===== src/rtl/mem_access_ctrl.sv =====
// MEM-stage load/store controller: bus handshake, lane placement,
// load extraction, misalignment and timeout fault reporting.
module mem_access_ctrl #(
    parameter int TIMEOUT = 255
) (
    input  logic        clk,
    input  logic        rst_n,
    input  logic        mem_valid,
    input  logic        mem_read,
    input  logic        mem_write,
    input  logic [2:0]  funct3,
    input  logic [31:0] addr,
    input  logic [31:0] wdata,
    output logic        stall,
    output logic [31:0] rdata,
    output logic        rdata_valid,
    output logic        fault,
    output logic        bus_req,
    output logic        bus_we,
    output logic [31:0] bus_addr,
    output logic [31:0] bus_wdata,
    output logic [3:0]  bus_be,
    input  logic        bus_ack,
    input  logic        bus_err,
    input  logic [31:0] bus_rdata
);

    localparam int CW = $clog2(TIMEOUT + 1) + 1;
    localparam logic [CW-1:0] TMO = CW'(TIMEOUT);

    typedef enum logic [1:0] {
        S_IDLE,
        S_REQ,
        S_DONE
    } state_t;

    state_t        r_state;
    state_t        w_next;
    logic [CW-1:0] r_cnt;
    logic [CW-1:0] w_cnt_inc;
    logic [2:0]    r_f3;
    logic [1:0]    r_lane;
    logic          r_we;
    logic          r_req;
    logic [31:0]   r_addr;
    logic [31:0]   r_wdata;
    logic [3:0]    r_be;
    logic [31:0]   r_rdata;
    logic          r_valid;
    logic          r_fault;

    logic          w_access;
    logic          w_illegal;
    logic          w_last;
    logic [3:0]    w_be;
    logic [31:0]   w_wdata;
    logic [31:0]   w_ld;
    logic [7:0]    w_byte;
    logic [15:0]   w_half;

    assign w_access  = mem_valid & (mem_read | mem_write);
    assign w_cnt_inc = r_cnt + 1'b1;
    assign w_last    = (w_cnt_inc >= TMO);

    // Legality of the presented access; a write wins over a read.
    always_comb begin
        w_illegal = 1'b0;
        if (mem_write) begin
            w_illegal = (funct3[2] | (funct3[1:0] == 2'd3))
                      | ((funct3 == 3'd1) & addr[0])
                      | ((funct3 == 3'd2) & (addr[1:0] != 2'd0));
        end else begin
            w_illegal = (funct3 == 3'd3) | (funct3 == 3'd6)
                      | (funct3 == 3'd7)
                      | ((funct3[1:0] == 2'd1) & addr[0])
                      | ((funct3 == 3'd2) & (addr[1:0] != 2'd0));
        end
    end

    // Byte enables and lane-replicated store data.
    always_comb begin
        w_be    = 4'b1111;
        w_wdata = wdata;
        unique case (funct3[1:0])
            2'd0: begin
                w_be    = 4'b0001 << addr[1:0];
                w_wdata = {4{wdata[7:0]}};
            end
            2'd1: begin
                w_be    = 4'b0011 << addr[1:0];
                w_wdata = {2{wdata[15:0]}};
            end
            default: begin
                w_be    = 4'b1111;
                w_wdata = wdata;
            end
        endcase
    end

    // Load extraction from the returned word using the latched lane.
    always_comb begin
        w_byte = bus_rdata[7:0];
        unique case (r_lane)
            2'd0: w_byte = bus_rdata[7:0];
            2'd1: w_byte = bus_rdata[15:8];
            2'd2: w_byte = bus_rdata[23:16];
            default: w_byte = bus_rdata[31:24];
        endcase
        w_half = r_lane[1] ? bus_rdata[31:16] : bus_rdata[15:0];
        unique case (r_f3)
            3'd0: w_ld = {{24{w_byte[7]}}, w_byte};
            3'd1: w_ld = {{16{w_half[15]}}, w_half};
            3'd4: w_ld = {24'd0, w_byte};
            3'd5: w_ld = {16'd0, w_half};
            default: w_ld = bus_rdata;
        endcase
    end

    // Next state and the combinational stall.
    always_comb begin
        w_next = r_state;
        stall  = 1'b0;
        unique case (r_state)
            S_IDLE: begin
                if (w_access) begin
                    stall  = 1'b1;
                    w_next = w_illegal ? S_DONE : S_REQ;
                end
            end
            S_REQ: begin
                stall = 1'b1;
                if (bus_ack || w_last) begin
                    w_next = S_DONE;
                end
            end
            S_DONE: begin
                w_next = S_IDLE;
            end
            default: begin
                w_next = S_IDLE;
            end
        endcase
        if (!rst_n) begin
            stall = 1'b0;
        end
    end

    // State register.
    always_ff @(posedge clk) begin
        if (!rst_n) begin
            r_state <= S_IDLE;
        end else begin
            r_state <= w_next;
        end
    end

    // Datapath: latch the access, drive the bus, capture the result.
    always_ff @(posedge clk) begin
        if (!rst_n) begin
            r_cnt   <= '0;
            r_f3    <= '0;
            r_lane  <= '0;
            r_we    <= 1'b0;
            r_req   <= 1'b0;
            r_addr  <= '0;
            r_wdata <= '0;
            r_be    <= '0;
            r_rdata <= '0;
            r_valid <= 1'b0;
            r_fault <= 1'b0;
        end else begin
            r_valid <= 1'b0;
            unique case (r_state)
                S_IDLE: begin
                    if (w_access && w_illegal) begin
                        r_fault <= 1'b1;
                        r_rdata <= '0;
                        r_valid <= 1'b1;
                    end else if (w_access) begin
                        r_cnt   <= '0;
                        r_f3    <= funct3;
                        r_lane  <= addr[1:0];
                        r_we    <= mem_write;
                        r_req   <= 1'b1;
                        r_addr  <= {addr[31:2], 2'b00};
                        r_wdata <= w_wdata;
                        r_be    <= w_be;
                    end
                end
                S_REQ: begin
                    if (bus_ack) begin
                        r_req   <= 1'b0;
                        r_valid <= 1'b1;
                        r_fault <= bus_err;
                        r_rdata <= (bus_err || r_we) ? 32'd0 : w_ld;
                    end else if (w_last) begin
                        r_req   <= 1'b0;
                        r_valid <= 1'b1;
                        r_fault <= 1'b1;
                        r_rdata <= '0;
                    end else begin
                        r_cnt <= w_cnt_inc;
                    end
                end
                default: begin
                end
            endcase
        end
    end

    assign bus_req     = r_req;
    assign bus_we      = r_we;
    assign bus_addr    = r_addr;
    assign bus_wdata   = r_wdata;
    assign bus_be      = r_be;
    assign rdata       = r_rdata;
    assign rdata_valid = r_valid;
    assign fault       = r_fault;

endmodule

===== config.mk =====
export PLATFORM = sky130hd
export DESIGN_NAME = mem_access_ctrl
export DESIGN_NICKNAME = d
export VERILOG_FILES = /design/src/rtl/mem_access_ctrl.sv
export SDC_FILE = /design/constraint.sdc
export NUM_CORES = 1
export LEC_CHECK = 0
export CORE_UTILIZATION = 35
export CTS_CLUSTER_SIZE = 30
export DETAILED_ROUTE_END_ITERATION = 10
export PLACE_DENSITY = 0.79
export SLEW_MARGIN = 20
export SYNTH_ARGS = -nofsm -noshare
export SYNTH_HDL_FRONTEND = slang
export SYNTH_SLANG_ARGS = --single-unit
export TNS_END_PERCENT = 30

===== constraint.sdc =====
create_clock -name clk -period 2.4 [get_ports clk]
set_input_delay 0.36 -clock clk [delete_from_list [all_inputs] [get_ports clk]]
set_output_delay 0.36 -clock clk [all_outputs]
set_load 0.05 [all_outputs]

# [Yosys cells after proc, flatten, opt, wreduce, memory -nomap -nowiden]
# Cells that the tools add are included.
[op_classes] addsub=1 n_lt_le_gt_ge=1 eq_ne=20 n_shift=2 mux=36 bitwise_logic=13 n_reduce_logical=14
[ops] op="two-way mux 32 bit" n=4
[ops] op="one-hot mux 32 bit (2 select lines)" n=2
[ops] op="one-hot mux 32 bit (4 select lines)" n=1
[ops] op="two-way mux 9 bit" n=4
[ops] op="one-hot mux 8 bit (3 select lines)" n=1
[ops] op="one-hot mux 9 bit (2 select lines)" n=1
[ops] op="two-way mux 16 bit" n=1
[ops] op="two-way mux 1 bit" n=13
[ops] op="== test 3 bit, second input constant" n=4
[ops] op="!= test 2 bit, second input constant" n=6
[ops] op="adder 9 x 1 -> 9 bit, second input constant" n=1
[ops] op="greater-or-equal comparator 9 x 8 -> 1 bit, second input constant" n=1
[ops] op="bitwise OR 1 bit" n=8
[ops] op="one-hot mux 1 bit (2 select lines)" n=4
[ops] op="one-hot mux 4 bit (2 select lines)" n=1
[ops] op="== test 2 x 1 -> 1 bit, second input constant" n=3
[ops] op="== test 3 x 1 -> 1 bit, second input constant" n=2
[ops] op="== test 3 x 2 -> 1 bit, second input constant" n=2
[ops] op="zero test 2 bit" n=3
[ops] op="two-way mux 2 bit" n=3
[ops] op="AND reduction 3 bit" n=2
[ops] op="AND reduction 5 bit" n=1
[ops] op="AND 1 bit" n=4
[ops] op="== test 2 bit, second input constant" n=2
[ops] op="11 further kinds" n=13
[totals] register_bits=118 input_bits=106 output_inout_bits=105 wordCells=99

# [Depth between registers and ports, before layout]
# Gate-level depths: netlist of the first run.
[depth] ltp_word=9 mapped_depth=9 mapped_depth_nobuf=8

# [Least setup slack after synthesis of the first run]
# OpenSTA, ideal clock, no wires.
[synth_timing] path_kind="register to register" start="reg r_cnt[0]" end="reg r_cnt[1]" setup_ps=70 t_arrival_ps=2070 required_time_ps=2330 slack_ps=260 path_stages_with_launch=9 n_path_buf=2 period_less_slack_ps=2140 path_cell_list="dfxtp_1 > ha_1 > buf_4 > nand3_2 > or4_4 > a22o_1 > buf_6 > or3_1 > a21oi_1"
[synth_via] elab_chain_len=4 elab_cells_between_ends=7 cone_classes="add/sub: 1; order compare: 1; eq/ne: 1; mux: 3; reduce/logical: 1"
[synth_rtl] item="start: declaration" line="39" rtl="logic [CW-1:0] r_cnt;"
[synth_rtl] item="start signal: assignment" line="202" rtl="r_cnt <= w_cnt_inc;"
[synth_rtl] item="adder 9 x 1 -> 9 bit *" line="62" rtl="assign w_cnt_inc = r_cnt + 1'b1;"
[synth_rtl] item="greater-or-equal comparator 9 x 8 -> 1 bit / two-way mux 9 bit (equally long branches)" line="63, 196"
[synth_rtl] item="!= test 2 bit (no source line) / two-way mux 9 bit (equally long branches)"
[synth_rtl] item="AND reduction 5 bit (no source line) / one-hot mux 9 bit (2 select lines) (equally long branches)"
# Every way passes the cells marked *; elsewhere a longest branch is shown, timed or not. The select of a mux whose other input is x is not followed.
# A chain may end at the register's enable or synchronous reset.

# [Final worst setup path of the first run]
# Same ends and word-level chain as after synthesis.

==> run_results.csv, run 1 <==
group,metric,value,unit
worst_setup_path,rr_startpoint,"r_cnt[0]",
yosys,yosysTopAreaCell,"dfxtp_1",
drt,routed.top_layer,"met4",
global_routing,track_usage,0.206,
finish,syn_to_final_growth,58.2,%
drt,m1WireLength,6.69,mm
global_routing,grt_overflow,0,
min_path,min_from,"bus_addr[9]",
worst_setup_path,reg2regPathDepth,6,
yosys,synth_common_cells,"nand2_1, dfxtp_1, a21oi_1",
timing,tns,0,ns
yosys,synthArstFlopShare,0,
finish,diodes,0,
die,dieArea,15500,um^2
worst_setup_path,cp_data_required_time,2.73,ns
drt,drt_first_iter_violations,293,
worst_setup_path,arrival,2.59,ns
min_path,hp-class,"reg2reg",
worst_setup_path,r2r_slack,0.15,ns
clocking,clockBufferDepth,2,
drt,wl_per_cell,15.2,um
finish,drive_above_1_share,0.0949,
die,io_pins,211,
worst_setup_path,worstSetupStartpointType,"register",
worst_setup_path,critPathCaptureType,"register",
global_routing,grt_max_degree,79,
clocking,root_buffer,"clkbuf_16",
die,floorplan.initialDensity,0.360,
outcome,outcome,"finished clean",
timing,rsz0062_at_grt,"false",
die,die_w,124,um
yosys,ys_ff_latch,118,
yosys,yosysWarnings,0,
power,p_total,5.83,mW
drt,vias_per_cell,5.06,
yosys,netlist_area,5250,um^2
timing,finalSetupViolCount,0,
drt,dr_total_vias,5308,
yosys,synth_cell_types,60,
clocking,post_cts_buffers,0,
worst_setup_path,crit_path_start,"r_cnt[0]",
power,peakVddDrop,0.520,mV
place,gp_congestion,0.824,
yosys,synth_top_area_frac,0.450,
timing,slew_viol_final,0,
global_routing,grt_pass1_wl,25.7,mm
clocking,cts_tree,"done",
timing,skew,0.0129,ns
drt,wl_met3,1.20,mm
yosys,synth_cells,644,
die,coreArea,14600,um^2
worst_setup_path,regToRegEndpoint,"r_cnt[1]",
die,fp-row-count,44,
drt,wl,15.9,mm
yosys,avgSynthCellArea,8.15,um^2
yosys,synth.most_common_cell,"nand2_1",
clocking,clock_latency,0.41,ns
worst_setup_path,cpPeakStageDelay,0.55,ns
yosys,synthTopCellsByArea,"dfxtp_1, nand2_1, a21oi_1, mux2i_1, o21ai_0",
min_path,min_path_cells,2,
worst_setup_path,cp_cell_sequence,"ha_2, nand3_2, or4_4, a22o_1, or3_1, a21oi_1",
clocking,clock_sinks,118,
power,p_per_area,702,nW/um^2
yosys,ys_seq_area_frac,0.450,
worst_setup_path,crit_fanout,9,
global_routing,grt_pass1_vias,5072,
clocking,clk_pin_slew,0.06,ns
place,port_buffers,208,
drt,drcViolationCount,0,
clocking,h-tree-depth,4,
timing,worstMarginPinSlew,0.682,ns
timing,fin_crit_sh,0.938,
drt,dr.pass1.iters,5,
timing,max_freq,0.444,GHz
yosys,synth_edf_count,0,
run,drv_cap,0,
worst_setup_path,cp_slowest_cell,"or4_4",
finish,final_core_util,0.569,
timing,slew_headroom,0.544,
drt,wl_met2,7.77,mm
worst_setup_path,critical_path_class,"reg2reg",
timing,hold_viol,0,
clocking,cts_buffers,17,
timing,fin_crit,2.25,ns
place,dp_hpwl,11.6,mm
power,p_leak,3.01,nW
worst_setup_path,endpoint,"r_cnt[1]",
finish,final_nets,959,
timing,hold_ws,0.451,ns
yosys,synth_ff_type,"dfxtp_1",
drt,antenna_left,0,
global_routing,antenna_found_initial,0,
die,fp.dieH,124,um
cells in the final DEF, fill, tap and decap left out, types with 2 or more instances in the layout:
master	synthesis	final
clkdlybuf4s50_1	0	207
nand2_1	137	137
dfxtp_1	118	118
a21oi_1	90	90
o21ai_0	46	46
nor2_1	45	45
buf_4	3	25
mux2i_1	24	24
clkbuf_16	0	17
o2bb2ai_1	16	16
nor3_1	14	14
a211oi_1	10	10
a21o_1	9	9
a22o_1	8	8
a311oi_1	8	8
a31oi_1	7	7
buf_12	0	7
inv_1	7	6
bufinv_16	0	5
nand3_1	4	4
nor2b_1	3	3
nand2b_1	3	3
clkinvlp_4	0	3
inv_6	0	3
a221oi_1	2	2
nand4_1	2	2
o221ai_1	2	2
a32oi_1	2	2
and3_1	2	2
or3_1	2	2
conb_1	1	2
clkinv_4	0	2
power breakdown:
part           total, mW  internal [mW]  switching, mW  leakage, nW
Sequential          2.07           2.03         0.0448        0.956
Clock               2.81           1.88          0.932        0.314
Combinational      0.949          0.411          0.538         1.74
critical path, delay by kind of cell, from the launching register on:
family	cells	cell delay [ns]
simple gates	3	1.02
fa+ha+maj	1	0.26
flops	1	0.41
compound gates	2	0.48
area by class of cell:
cell class,instances,area [um^2]
clock buffer,18,439
clock inverter,14,221
fill,1278,6280
inverter,7,26.3
multi-input combinational,468,2630
sequential,118,2360
tap,184,230
timing repair buffer,239,2400
logic make-up (layout without fill, tap and decap cells):
kind of cell               count (synthesis)  in the layout  share of synthesized area
AOI/OAI and AO/OA                        212            212                      0.252
xor gates and xnor gates                   2              2                    0.00334
adders and majority gates                  2              2                    0.00477
buffers and inverters                     59            278                     0.0539
DFF                                      118            118                      0.450
muxes                                     26             26                     0.0522
other                                      1              2                   0.000714
and+or+nand+nor                          224            224                      0.183
layer usage:
metal	vias up	track usage
met5	-	0
met1	2427	0.239
met2	171	0.343
li1	2689	-
met4	0	0.0758
met3	21	0.0786
repair_timing:
action,in CTS,in global routing
gates resized for setup,0,2
setup endpoints to repair,0,7
hold buffers,0,0
through the flow:
| step | instance area, um^2 | std cells | worst slack [ns] |
|---|---|---|---|
| floorplan | 5250 | 645 | 0.260 |
| global route | 8310 | 1048 | 0.0149 |
| global placement | 7640 | 1016 | -0.0500 |
| CTS | 8300 | 1048 | 0.116 |
| detailed placement | 7640 | 1016 | -0.0957 |
| finish | 8310 | 1048 | 0.148 |
registers in the layout (all words and copies together) (netlist names):
register / count
rdata_valid: 1
bus_be: 4
bus_req: 1
r_cnt: 9
fault: 1
bus_addr: 30
rdata: 32
bus_we: 1
r_lane: 2
r_f3: 3
bus_wdata: 32
r_state: 2
how the worst min path moves through the flow:
stage / endpoint / slack [ns]
finish: bus_addr[9] / 0.45
global route: bus_addr[14] / 0.47
CTS: bus_addr[9] / 0.45
detailed placement: rdata[10] / 0.44
global placement: rdata[13] / 0.44
floorplan: r_f3[2] / 0.46
No activity file was read; power rests on OpenSTA's default activity.
==> inputs of run 2 (changes only) <==
--- a/config.mk
+++ b/config.mk
@@ -8,7 +8,7 @@
 export CORE_UTILIZATION = 35
 export CTS_CLUSTER_SIZE = 30
 export DETAILED_ROUTE_END_ITERATION = 10
-export PLACE_DENSITY = 0.79
+export PLACE_DENSITY = 0.67
 export SLEW_MARGIN = 20
 export SYNTH_ARGS = -nofsm -noshare
 export SYNTH_HDL_FRONTEND = slang
==> run 2 against run 1 <==
Against the previous run: register-to-register slack got worse by 0.02 ns; fmax decreased by 0.72%; setup slack got worse by 0.016 ns; sequential share of layout area increased by 0.29 points; highest routed layer unchanged; total power decreased by 4.8%; utilization decreased by 0.58 points; non-clock buffer count increased by 2; clock skew decreased by 0.0046 ns.
==> run_results.csv, run 2 (same netlist as run 1, synthesis figures left out) <==
group,metric,value,unit
clocking,clk_pin_slew,0.06,ns
place,port_buffers,208,
die,floorplan.initialDensity,0.360,
die,fp-row-count,44,
worst_setup_path,regToRegEndpoint,"r_cnt[1]",
power,p_per_area,675,nW/um^2
global_routing,grt_pass1_wl,27.5,mm
power,switchingPower,1.51,mW
timing,skew,0.00826,ns
finish,regArea,2360,um^2
power,peakVddDrop,0.439,mV
clocking,cts-resized-gates,0,
place,dp.cells,1018,
timing,rsz0062_at_grt,"false",
drt,drcViolationCount,0,
place,gp_congestion,0.854,
worst_setup_path,endpoint,"r_cnt[1]",
worst_setup_path,cp_num_cells,6,
clocking,root_buffer,"clkbuf_16",
power,p_int,4.04,mW
clocking,clock_latency,0.41,ns
die,fp.dieH,124,um
timing,max_freq,0.441,GHz
run,drv_cap,0,
worst_setup_path,crit_path_start,"r_cnt[0]",
finish,diodes,0,
finish,final_common_cell,"clkdlybuf4s50_1",
min_path,hp-class,"reg2reg",
worst_setup_path,worstSetupStartpointType,"register",
drt,wl,16.8,mm
timing,layout_setup_ws,0.132,ns
outcome,outcome,"finished clean",
place,post-place-ws,-0.105,ns
worst_setup_path,cp_slowest_cell,"or4_4",
worst_setup_path,rr_startpoint,"r_cnt[0]",
timing,finalSetupViolCount,0,
clocking,cts_buffers,17,
clocking,ctsHoldBuffers,0,
power,clkPwrFrac,0.455,
clocking,cts_tree,"done",
timing,fin_crit,2.27,ns
power,p_comb_frac,0.172,
drt,dr.pass1.iters,4,
worst_setup_path,critPathCaptureType,"register",
clocking,h-tree-depth,4,
timing,slew_headroom,0.374,
place,dp_hpwl,12.1,mm
power,power_frac_seq,0.373,
timing,fin_crit_sh,0.945,
die,die_w,124,um
drt,dr_total_vias,5458,
die,dieArea,15500,um^2
drt,vias_per_cell,5.20,
drt,antenna_left,0,
worst_setup_path,cpPeakStageDelay,0.55,ns
worst_setup_path,arrival,2.59,ns
clocking,post_cts_buffers,0,
drt,wl_per_cell,16.0,um
finish,syn_to_final_growth,56.6,%
global_routing,track_usage,0.219,
worst_setup_path,critical_path_class,"reg2reg",
finish,final_nets,961,
finish,instances_no_fill,1050,
die,coreArea,14600,um^2
finish,final_cell_mix,"clkdlybuf4s50_1, nand2_1, dfxtp_1, a21oi_1, o21ai_0",
timing,hold_viol,0,
global_routing,grt_overflow,0,
drt,drt_first_iter_violations,311,
global_routing,antenna_found_initial,0,
global_routing,grt_pass1_vias,5465,
worst_setup_path,cp_data_required_time,2.72,ns
power,p_total,5.55,mW
power,p_sw_frac,0.273,
timing,worstMarginPinSlew,0.938,ns
power,p_leak,2.99,nW
worst_setup_path,cp_cell_sequence,"ha_2, nand3_2, or4_4, a22o_1, or3_1, a21oi_1",
worst_setup_path,path_buf_inv,0,
die,io_pins,211,
worst_setup_path,reg2regPathDepth,6,
clocking,clockBufferDepth,2,
clocking,clock_sinks,118,
finish,drive_above_1_share,0.0970,
timing,slew_viol_final,0,
worst_setup_path,crit_family,"simple AND/OR/NAND/NOR gates",
finish,num-fill-cells,1334,
worst_setup_path,r2r_slack,0.13,ns
worst_setup_path,crit_fanout,9,
finish,multi_input_area,2620,um^2
global_routing,grt_max_degree,84,
-- run 2: changes by cell type in the layout (fill, tap and decap cells not counted), sizes merged --
cell      delta
bufinv       -3
buf          +2
clkbuf       +2
clkinvlp     +2
inv          -2
clkinv       +1
-- run 2: power by group through the flow --
stage / logic (mW) / clock network, mW / registers [mW]
2_1_floorplan: 0.311 / 0 / 2.31
3_3_place_gp: 0.939 / 0 / 2.11
3_5_place_dp: 0.949 / 0 / 2.11
4_1_cts: 0.954 / 2.58 / 2.07
5_1_grt: 1.02 / 2.68 / 2.08
6_report: 0.952 / 2.53 / 2.07
-- run 2: how the worst min path moves through the flow --
stage,startpoint,end,slack (ns),cells past startpoint
3_5_place_dp,rdata[12],rdata[12],0.44,1
4_1_cts,rdata[12],rdata[12],0.45,1
2_1_floorplan,r_f3[2],r_f3[2],0.46,2
3_3_place_gp,rdata[12],rdata[12],0.43,1
5_1_grt,bus_addr[13],bus_addr[13],0.47,2
6_report,bus_addr[27],bus_addr[27],0.45,2
-- run 2: metal layers --
metal | part of all wire | vias up | global-route usage | wire length [um]
met5 | 0 | - | 0 | 0
met4 | 0.014 | 0 | 0.0723 | 243
met3 | 0.088 | 23 | 0.0868 | 1480
met2 | 0.48 | 200 | 0.365 | 8080
met1 | 0.42 | 2552 | 0.256 | 7010
li1 | - | 2683 | - | -
-- run 2: final cells by class --
cell class / instances / share of cell area
multi-input cells: 468 / 0.319
repair buffers: 241 / 0.291
flip-flops and latches: 118 / 0.287
clock buffers: 20 / 0.0568
well taps: 184 / 0.0280
clock inverters: 12 / 0.0154
inverters: 7 / 0.00320
-- run 2: per-stage QoR --
stage	area [um^2]	utilization	setup TNS [ns]	hold WS, ns
final	8220	0.564	0	0.452
after global routing	8220	0.564	0	0.472
after floorplan	5250	-	0	0.460
after detailed placement	7630	0.523	-1.20	0.438
after global placement	7630	0.523	-0.255	0.433
after CTS	8220	0.563	0	0.451
-- run 2: worst reg2reg max path: cells and delay by family (launching register included) --
kind | cells | cell delay, ns
AOI/OAI and AO/OA | 2 | 0.51
and+or+nand+nor | 3 | 1.01
adders and majority gates | 1 | 0.26
DFF | 1 | 0.41
==> inputs of run 3 (changes only) <==
--- a/config.mk
+++ b/config.mk
@@ -9,6 +9,7 @@
 export CTS_CLUSTER_SIZE = 30
 export DETAILED_ROUTE_END_ITERATION = 10
 export PLACE_DENSITY = 0.67
+export SKIP_CTS_REPAIR_TIMING = 1
 export SLEW_MARGIN = 20
 export SYNTH_ARGS = -nofsm -noshare
 export SYNTH_HDL_FRONTEND = slang
==> results of run 3 <==
Same layout as run 2: the final DEF is identical, and so are final timing and power.
